File: src/rtl/mem_arbiter.sv
// Memory bus arbiter: runs one transaction at a time for the instruction-fetch and data ports.
// Data wins by default, a grant-streak limit keeps fetch moving, and a watchdog aborts hung transfers.
module mem_arbiter #(
    parameter int ADDR_W       = 32,
    parameter int DATA_W       = 32,
    parameter int STARVE_LIMIT = 4,
    parameter int TIMEOUT      = 64
) (
    input  logic              clk,
    input  logic              nRst,
    input  logic              imemRen,
    input  logic [ADDR_W-1:0] imemaddr,
    input  logic              dmmRen,
    input  logic              dmmWen,
    input  logic [ADDR_W-1:0] dmmaddr,
    input  logic [DATA_W-1:0] dmmstore,
    input  logic [3:0]        d_fetch,
    output logic              i_ready,
    output logic              d_ready,
    output logic [DATA_W-1:0] imemload,
    output logic [DATA_W-1:0] dmmload,
    output logic              busRen,
    output logic              busWen,
    output logic [ADDR_W-1:0] busAddr,
    output logic [DATA_W-1:0] busWdata,
    output logic [3:0]        busSel,
    input  logic [DATA_W-1:0] busRdata,
    input  logic              busAck,
    output logic              busErr
);

    localparam int STREAK_W = $clog2(STARVE_LIMIT + 1);
    localparam int TCNT_W   = $clog2(TIMEOUT + 1);
    localparam logic [STREAK_W-1:0] STREAK_MAX = STREAK_W'(STARVE_LIMIT);
    localparam logic [TCNT_W-1:0]   TCNT_LAST  = TCNT_W'(TIMEOUT - 1);
    localparam logic [DATA_W-1:0]   ABORT_WORD = DATA_W'(32'hBAD0_BAD0);

    typedef enum logic [1:0] {
        IDLE  = 2'd0,
        IBUSY = 2'd1,
        DBUSY = 2'd2
    } state_t;

    state_t              state;
    logic [STREAK_W-1:0] streak;
    logic [TCNT_W-1:0]   tcnt;
    logic                ilock;
    logic                dlock;

    logic dreq;
    logic ireq;
    logic fetch_turn;
    logic timed_out;

    // A port is locked out during its own ready cycle so a held request is not serviced twice.
    assign dreq       = (dmmRen | dmmWen) & ~dlock;
    assign ireq       = imemRen & ~ilock;
    assign fetch_turn = ireq & (streak == STREAK_MAX);
    assign timed_out  = (tcnt == TCNT_LAST);

    // NOTE: sequential state uses non-blocking assignments so every register samples pre-edge values.
    always_ff @(posedge clk or negedge nRst) begin
        if (!nRst) begin
            state    <= IDLE;
            streak   <= '0;
            tcnt     <= '0;
            ilock    <= 1'b0;
            dlock    <= 1'b0;
            i_ready  <= 1'b0;
            d_ready  <= 1'b0;
            busErr   <= 1'b0;
            imemload <= '0;
            dmmload  <= '0;
            busRen   <= 1'b0;
            busWen   <= 1'b0;
            busAddr  <= '0;
            busWdata <= '0;
            busSel   <= '0;
        end else begin
            // NOTE: pulse outputs default low every cycle; only a completion raises them, so each lasts one clock.
            i_ready <= 1'b0;
            d_ready <= 1'b0;
            busErr  <= 1'b0;
            ilock   <= 1'b0;
            dlock   <= 1'b0;

            unique case (state)
                IDLE: begin
                    if (dreq && !fetch_turn) begin
                        state    <= DBUSY;
                        tcnt     <= '0;
                        busAddr  <= dmmaddr;
                        busWdata <= dmmstore;
                        busSel   <= d_fetch;
                        busWen   <= dmmWen;
                        busRen   <= dmmRen & ~dmmWen;
                        // Streak counts data grants that overtook a waiting fetch.
                        if (!imemRen) begin
                            streak <= '0;
                        end else if (streak != STREAK_MAX) begin
                            streak <= streak + STREAK_W'(1);
                        end
                    end else if (ireq) begin
                        state   <= IBUSY;
                        tcnt    <= '0;
                        streak  <= '0;
                        busAddr <= imemaddr;
                        busSel  <= 4'hF;
                        busRen  <= 1'b1;
                        busWen  <= 1'b0;
                    end
                end

                IBUSY, DBUSY: begin
                    if (busAck || timed_out) begin
                        // An acknowledge on the terminal watchdog cycle still counts as success.
                        state  <= IDLE;
                        busRen <= 1'b0;
                        busWen <= 1'b0;
                        busErr <= ~busAck;
                        if (state == IBUSY) begin
                            i_ready  <= 1'b1;
                            ilock    <= 1'b1;
                            imemload <= busAck ? busRdata : ABORT_WORD;
                        end else begin
                            d_ready <= 1'b1;
                            dlock   <= 1'b1;
                            if (!busAck) begin
                                dmmload <= ABORT_WORD;
                            end else if (busRen) begin
                                dmmload <= busRdata;
                            end
                        end
                    end else begin
                        tcnt <= tcnt + TCNT_W'(1);
                    end
                end

                default: begin
                    state  <= IDLE;
                    busRen <= 1'b0;
                    busWen <= 1'b0;
                end
            endcase
        end
    end

endmodule

File: config.mk
export PLATFORM = sky130hd
export DESIGN_NAME = mem_arbiter
export DESIGN_NICKNAME = d
export VERILOG_FILES = /design/src/rtl/mem_arbiter.sv
export SDC_FILE = /design/constraint.sdc
export NUM_CORES = 1
export LEC_CHECK = 0
export CAP_MARGIN = 20
export CORE_ASPECT_RATIO = 0.8
export CORE_UTILIZATION = 28
export DETAILED_ROUTE_END_ITERATION = 10
export PLACE_DENSITY = 0.62
export SETUP_SLACK_MARGIN = 0.02
export SYNTH_ARGS = -nofsm -noshare
export SYNTH_HDL_FRONTEND = slang
export SYNTH_SLANG_ARGS = --single-unit
File: constraint.sdc
create_clock -name clk -period 2.93 [get_ports clk]
set_clock_uncertainty 0.05 [all_clocks]
set_input_delay 0.586 -clock clk [delete_from_list [all_inputs] [get_ports clk]]
set_output_delay 0.586 -clock clk [all_outputs]
set_load 0.005 [all_outputs]
---- Yosys cells after proc, flatten, opt, wreduce, memory -nomap -nowiden ----
Index checks and enable logic that the tools add are counted.
storage, ports and cells
  logic and storage cells ................. 83
  register bits ........................... 149
  output and inout port bits .............. 137
  RAM bits ................................ 0
  memory bits (read-only) ................. 0
  memories ................................ 0
  bits of input ports ..................... 138
  latch bits .............................. 0
operators by class
  bitwise logic cells ..................... 10
  muxes and demuxes ....................... 34
  shift operators ......................... 0
  reduce and logical (&&, ||, !) cells .... 14
  equal/unequal tests ..................... 10
  add/sub/neg operators ................... 2
  multiply operators ...................... 0
  div/mod/pow operators ................... 0
  magnitude comparators ................... 0
operators by type and width
  kind                                                    count
  2-to-1 mux 32 bit                                       5
  2-to-1 mux 7 bit                                        3
  case mux 7 bit (2 select lines)                         1
  2-to-1 mux 1 bit                                        13
  2-to-1 mux 3 bit                                        4
  AND reduction 3 bit                                     3
  2-to-1 mux 4 bit                                        2
  adder 7 x 1 -> 7 bit (second input constant)            1
  == test 7 x 6 -> 1 bit (second input constant)          1
  2-to-1 mux 2 bit                                        3
  inequality test 2 bit (second input constant)           3
  inequality test 3 bit (second input constant)           2
  AND reduction 2 bit                                     3
  NOT 1 bit                                               5
  AND 1 bit                                               4
  case mux 1 bit (2 select lines)                         2
  case mux 2 bit (2 select lines)                         1
  AND reduction 4 bit                                     1
  nonzero test 2 bit                                      2
  adder 3 x 1 -> 3 bit (second input constant)            1
  == test 3 bit (second input constant)                   1
  inequality test 3 x 2 -> 1 bit (second input constant)  1
  == test 2 x 1 -> 1 bit (second input constant)          1
  == test 2 bit (second input constant)                   1
  6 further kinds                                         6

---- Longest topological paths before layout ----
  word-level depth ........................ 7
  depth in mapped cells ................... 10
  mapped depth without buffers ............ 7

---- Worst setup path before layout ----
OpenSTA, ideal clock, no wires.
  path type ............................... reg-to-reg
  start ................................... register state[0]
  end ..................................... register imemload[11]
  period minus slack after synthesis ...... 1.907 ns
  path buffers ............................ 3
  library setup time ...................... 0.142 ns
  required time ........................... 2.738 ns
  setup slack ............................. 1.023 ns
  data arrival time ....................... 1.716 ns
  cell stages (with the launch flop) ...... 10
  cells stage by stage .................... dfrtp_1 inv_1 ha_1 buf_2 nand2_1 o41ai_4 and2_1 buf_2 buf_2 a31oi_1
between the ends
  longest elaborated chain between the ends .. 3
  elaborated cells on any way between the ends .. 4
  those cells by class .................... 2 x eq/ne; 2 x reduce/logical
RTL lines
  element                                                         RTL line  text
  from (decl)                                                     44        state_t state;
  from (signal assigned)                                          64        state <= IDLE;
  from (signal assigned)                                          90        state <= DBUSY;
  from (signal assigned)                                          104       state <= IBUSY;
  == test 2 x 1 -> 1 bit / == test 2 bit (equally long branches)  87, 121
  OR reduction 2 bit                                              87        unique case (state)
  AND reduction 3 bit (no source line) *                          --
  to (signal assigned)                                            124       imemload <= busAck ? busRdata : ABORT_WORD;
  to (decl)                                                       20        output logic [DATA_W-1:0] imemload,
Mark *: on every way between the ends. The rest lies on a longest branch, timed or not.
A chain may end at the register's enable or synchronous reset.

---- Worst setup path after layout ----
  start ................................... register state[0]
  end ..................................... register dmmload[7]
between the ends
  longest elaborated chain between the ends .. 3
  elaborated cells on any way between the ends .. 5
  those cells by class .................... 2 x eq/ne; 1 x bitwise; 2 x reduce/logical
RTL lines
  element                                                         RTL line  text
  == test 2 x 1 -> 1 bit / == test 2 bit (equally long branches)  87, 121
  OR reduction 2 bit / NOT 1 bit (equally long branches)          --
  AND reduction 4 bit (no source line) *                          --
  to (signal assigned)                                            131       dmmload <= busRdata;
  to (decl)                                                       21        output logic [DATA_W-1:0] dmmload,
Marked as above.

==> summary.md <==
| Metric | Value |
|---|---|
| Final min period | `~2.4 ns` |
| Sequential share of the synthesized area | `roughly 57%` |
| Setup TNS | `0 ns` |
| Outcome | `complete, no violations` |
| I/O Pins | `275` |
| Number of distinct library cells after synthesis | `50` |
| Final #Nets | `around 1000` |
| Maximum VDD drop | `approximately 440 uV` |
| Clock Tree Buf Depth | `2` |
| DR pass1 iterations | `5` |
| Initial DRC Count | `about 340` |
| Detailed-route DRC error count | `0` |
| Post-route ant nets | `0` |
| Crit-path slowest cell | `dfrtp_1` |
| Avg Cell Area, Syn | `between 10 and 15 um2` |
| Prevailing post-synth register cell | `dfrtp_1` |
| Fillers | `approximately 2100` |
| Pins Over Slew Limit | `0` |
| Mapped Area | `about 6600 um2` |
| Total CTS buffers | `17` |
| Yosys reg bits | `roughly 150` |
| Antenna Cells | `0` |
| Final worst path period share | `around four fifths` |
| CP Buf/Inv Count | `5` |
| DIE AREA | `between 20000 and 25000 um2` |
| CTS tree | `built` |
| Worst slew pin tran | `0.581 ns` |
| Final Hold Viols | `0` |
| Layout cells sized above 1 | `about an eighth` |
| Hold slack | `between 0.06 and 0.07 ns` |
| P_leak | `4.39 nW` |
| Most frequent cell after synthesis | `dfrtp_1` |
| Max incr delay on CP | `between 0.3 and 0.4 ns` |
| Syn_nets | `around 730` |
| Final WL | `~19 mm` |
| CP Class | `flip-flop to flip-flop` |
| Pwr/cell area | `approximately 1100 nW/um2` |
| DIE WIDTH | `around 170 um` |
| Critical path's top delay family | `buffers and inverters` |
| YS warnings | `0` |
| Number of global-route vias before repair | `~5600` |
| Largest net degree at the start of global routing | `66` |
| CP max FO | `23` |
| Hold buffers post-CTS | `0` |
| Area contributors post-synth | `dfrtp_1, mux2_2, mux2i_1, o21ai_0, a21oi_1` |
| Post-CTS Setup Inserts | `0` |
| Most frequent CP cell | `buf_4` |
| Initial antenna violation count | `0` |
| Die H | `around 140 um` |
| First-pass GRT wire length | `approximately 32 mm` |
| Port bufs | `274` |
| All-Layer GR Usage | `between 15 and 20%` |
| Post-synth top area share | `between 50 and 60%` |
| Setup violations, final | `0` |
| DR WL/cell | `16.6 um` |
| Vias | `5544` |
| Total gr overflow | `0` |
| GP Congestion | `between 0.7 and 0.8` |
| Max Freq | `about 420 MHz` |
| H-tree levels | `4` |
| CP endpoint kind | `flip-flop` |
| PostCTS Resize Cnt | `0` |
| Area grow syn2layout | `57.1%` |
| CP cell instances | `inv_1, ha_1, buf_4, nand2_1, o41ai_4, buf_4, nand2b_1, buf_4, clkinv_4, a2bb2oi_1` |
| Data required, critical path | `about 3.2 ns` |
| Worst-path clk slew | `roughly 0.070 ns` |
| Async S/R FF share, synth | `between 90% and 100%` |
| Vias per cell | `4.74` |
| Num rows | `around 50` |
| Worst Path Arrival | `2.59 ns` |
| Clock latency on the worst-skew pair | `between 0.4 and 0.5 ns` |
| CORE AREA | `~23000 um2` |
| Dpl hpwl | `13.4 mm` |
| Type of the most critical hold path | `primary input to asynchronous set/reset pin` |
| Max-Cap Viols | `0` |
| Largest area contributor in the netlist | `dfrtp_1` |
| Relative slew margins | `60.8%` |
| Commonest cells in the netlist | `dfrtp_1, o21ai_0, inv_1, nand2_1, a21oi_1` |
| Synth Instances | `~580` |
| RSZ-0062 raised after global routing | `false` |
| # clock sinks | `149` |
| Initial Util | `between 20 and 30%` |
| CP Launch Type | `flip-flop` |
| Post-synth EDFFs | `0` |
| Root Driver | `clkbuf_16` |
## per-stage QoR
stage | utilization [%] | instances | cell area (um2) | worst slack (ns) | total power [mW]
6_report | 45.4 | 1169 | 10400 | 0.575 | 11.2
5_1_grt | 45.4 | 1169 | 10400 | 0.389 | 12.0
4_1_cts | 45.4 | 1169 | 10400 | 0.550 | 11.3
3_5_place_dp | 42.7 | 1137 | 9730 | 0.313 | 8.93
3_3_place_gp | 42.7 | 1137 | 9730 | 0.368 | 8.87
2_1_floorplan | - | 582 | 6590 | 1.02 | 6.07
## final cells by class
| cell class | count | area (um2) | area share, % |
|---|---|---|---|
| clock buffer | 19 | 453 | 4.37 |
| clock inverter | 13 | 169 | 1.63 |
| inverter | 40 | 155 | 1.50 |
| multi-input combinational | 348 | 2510 | 24.3 |
| sequential | 149 | 3730 | 36.0 |
| tap | 306 | 383 | 3.70 |
| timing repair buffer | 294 | 2950 | 28.5 |
## worst paths after layout
kind                                        start                      end  slack, ns  cells after the start
setup / recovery             state[0]$_DFFE_PN0P_   dmmload[7]$_DFFE_PN0P_       0.57                     10
hold / removal                               nRst  dmmload[31]$_DFFE_PN0P_       0.06                      1
setup reg to reg             state[0]$_DFFE_PN0P_   dmmload[7]$_DFFE_PN0P_       0.57                     10
hold reg to reg            busAddr[7]$_DFFE_PN0P_   busAddr[7]$_DFFE_PN0P_       0.43                      2
max in group asynchronous                    nRst          ilock$_DFF_PN0_       2.07                      2
min in group clk           busAddr[7]$_DFFE_PN0P_   busAddr[7]$_DFFE_PN0P_       0.43                      2
## report_power, final
| group | leakage [nW] | total, mW | switching [mW] | internal, mW |
|---|---|---|---|---|
| registers | 1.78 | 3.66 | 0.601 | 3.06 |
| logic | 2.31 | 5.19 | 2.12 | 3.07 |
| clock network | 0.305 | 2.31 | 0.910 | 1.40 |
| total | 4.39 | 11.2 | 3.63 | 7.52 |
## logic make-up (layout without fill, tap and decap cells)
group / count (synthesis) / after routing / synth area share, %
fa+ha+maj: 5 / 5 / 0.949
flops: 149 / 149 / 56.6
compound gates: 176 / 176 / 18.3
buf+inv: 85 / 366 / 5.60
mux: 65 / 65 / 10.5
simple gates: 101 / 101 / 7.99
xor+xnor: 1 / 1 / 0.133
## layer usage
metal | GRT usage [%] | vias up | share of wire, %
met5 | 0 | - | 0
met4 | 4.05 | 0 | 0.85
met3 | 6.48 | 13 | 9.2
met2 | 25.8 | 220 | 45
met1 | 21.1 | 2685 | 45
li1 | - | 2626 | -
## registers in the layout, indices dropped and copies added, names as in the netlist, 2 cells and up
name      count
dmmload      32
streak        3
busSel        4
imemload     32
busWdata     32
tcnt          7
busAddr      32
state         2
## placed cells by master, fill, tap and decap left out, types with 18 or more instances in the layout
master,n
a21oi_1,34
clkdlybuf4s50_1,272
dfrtp_1,149
inv_1,39
mux2_2,32
mux2i_1,33
nand2_1,39
nor2b_1,18
o21ai_0,51
## worst reg2reg max path, delay by kind of cell (launching register included)
family / cells / cell delay (ns)
simple gates: 2 / 0.21
fa+ha+maj: 1 / 0.35
flops: 1 / 0.37
compound gates: 2 / 0.28
buf+inv: 5 / 0.97
No activity file was read; power rests on OpenSTA's default activity.
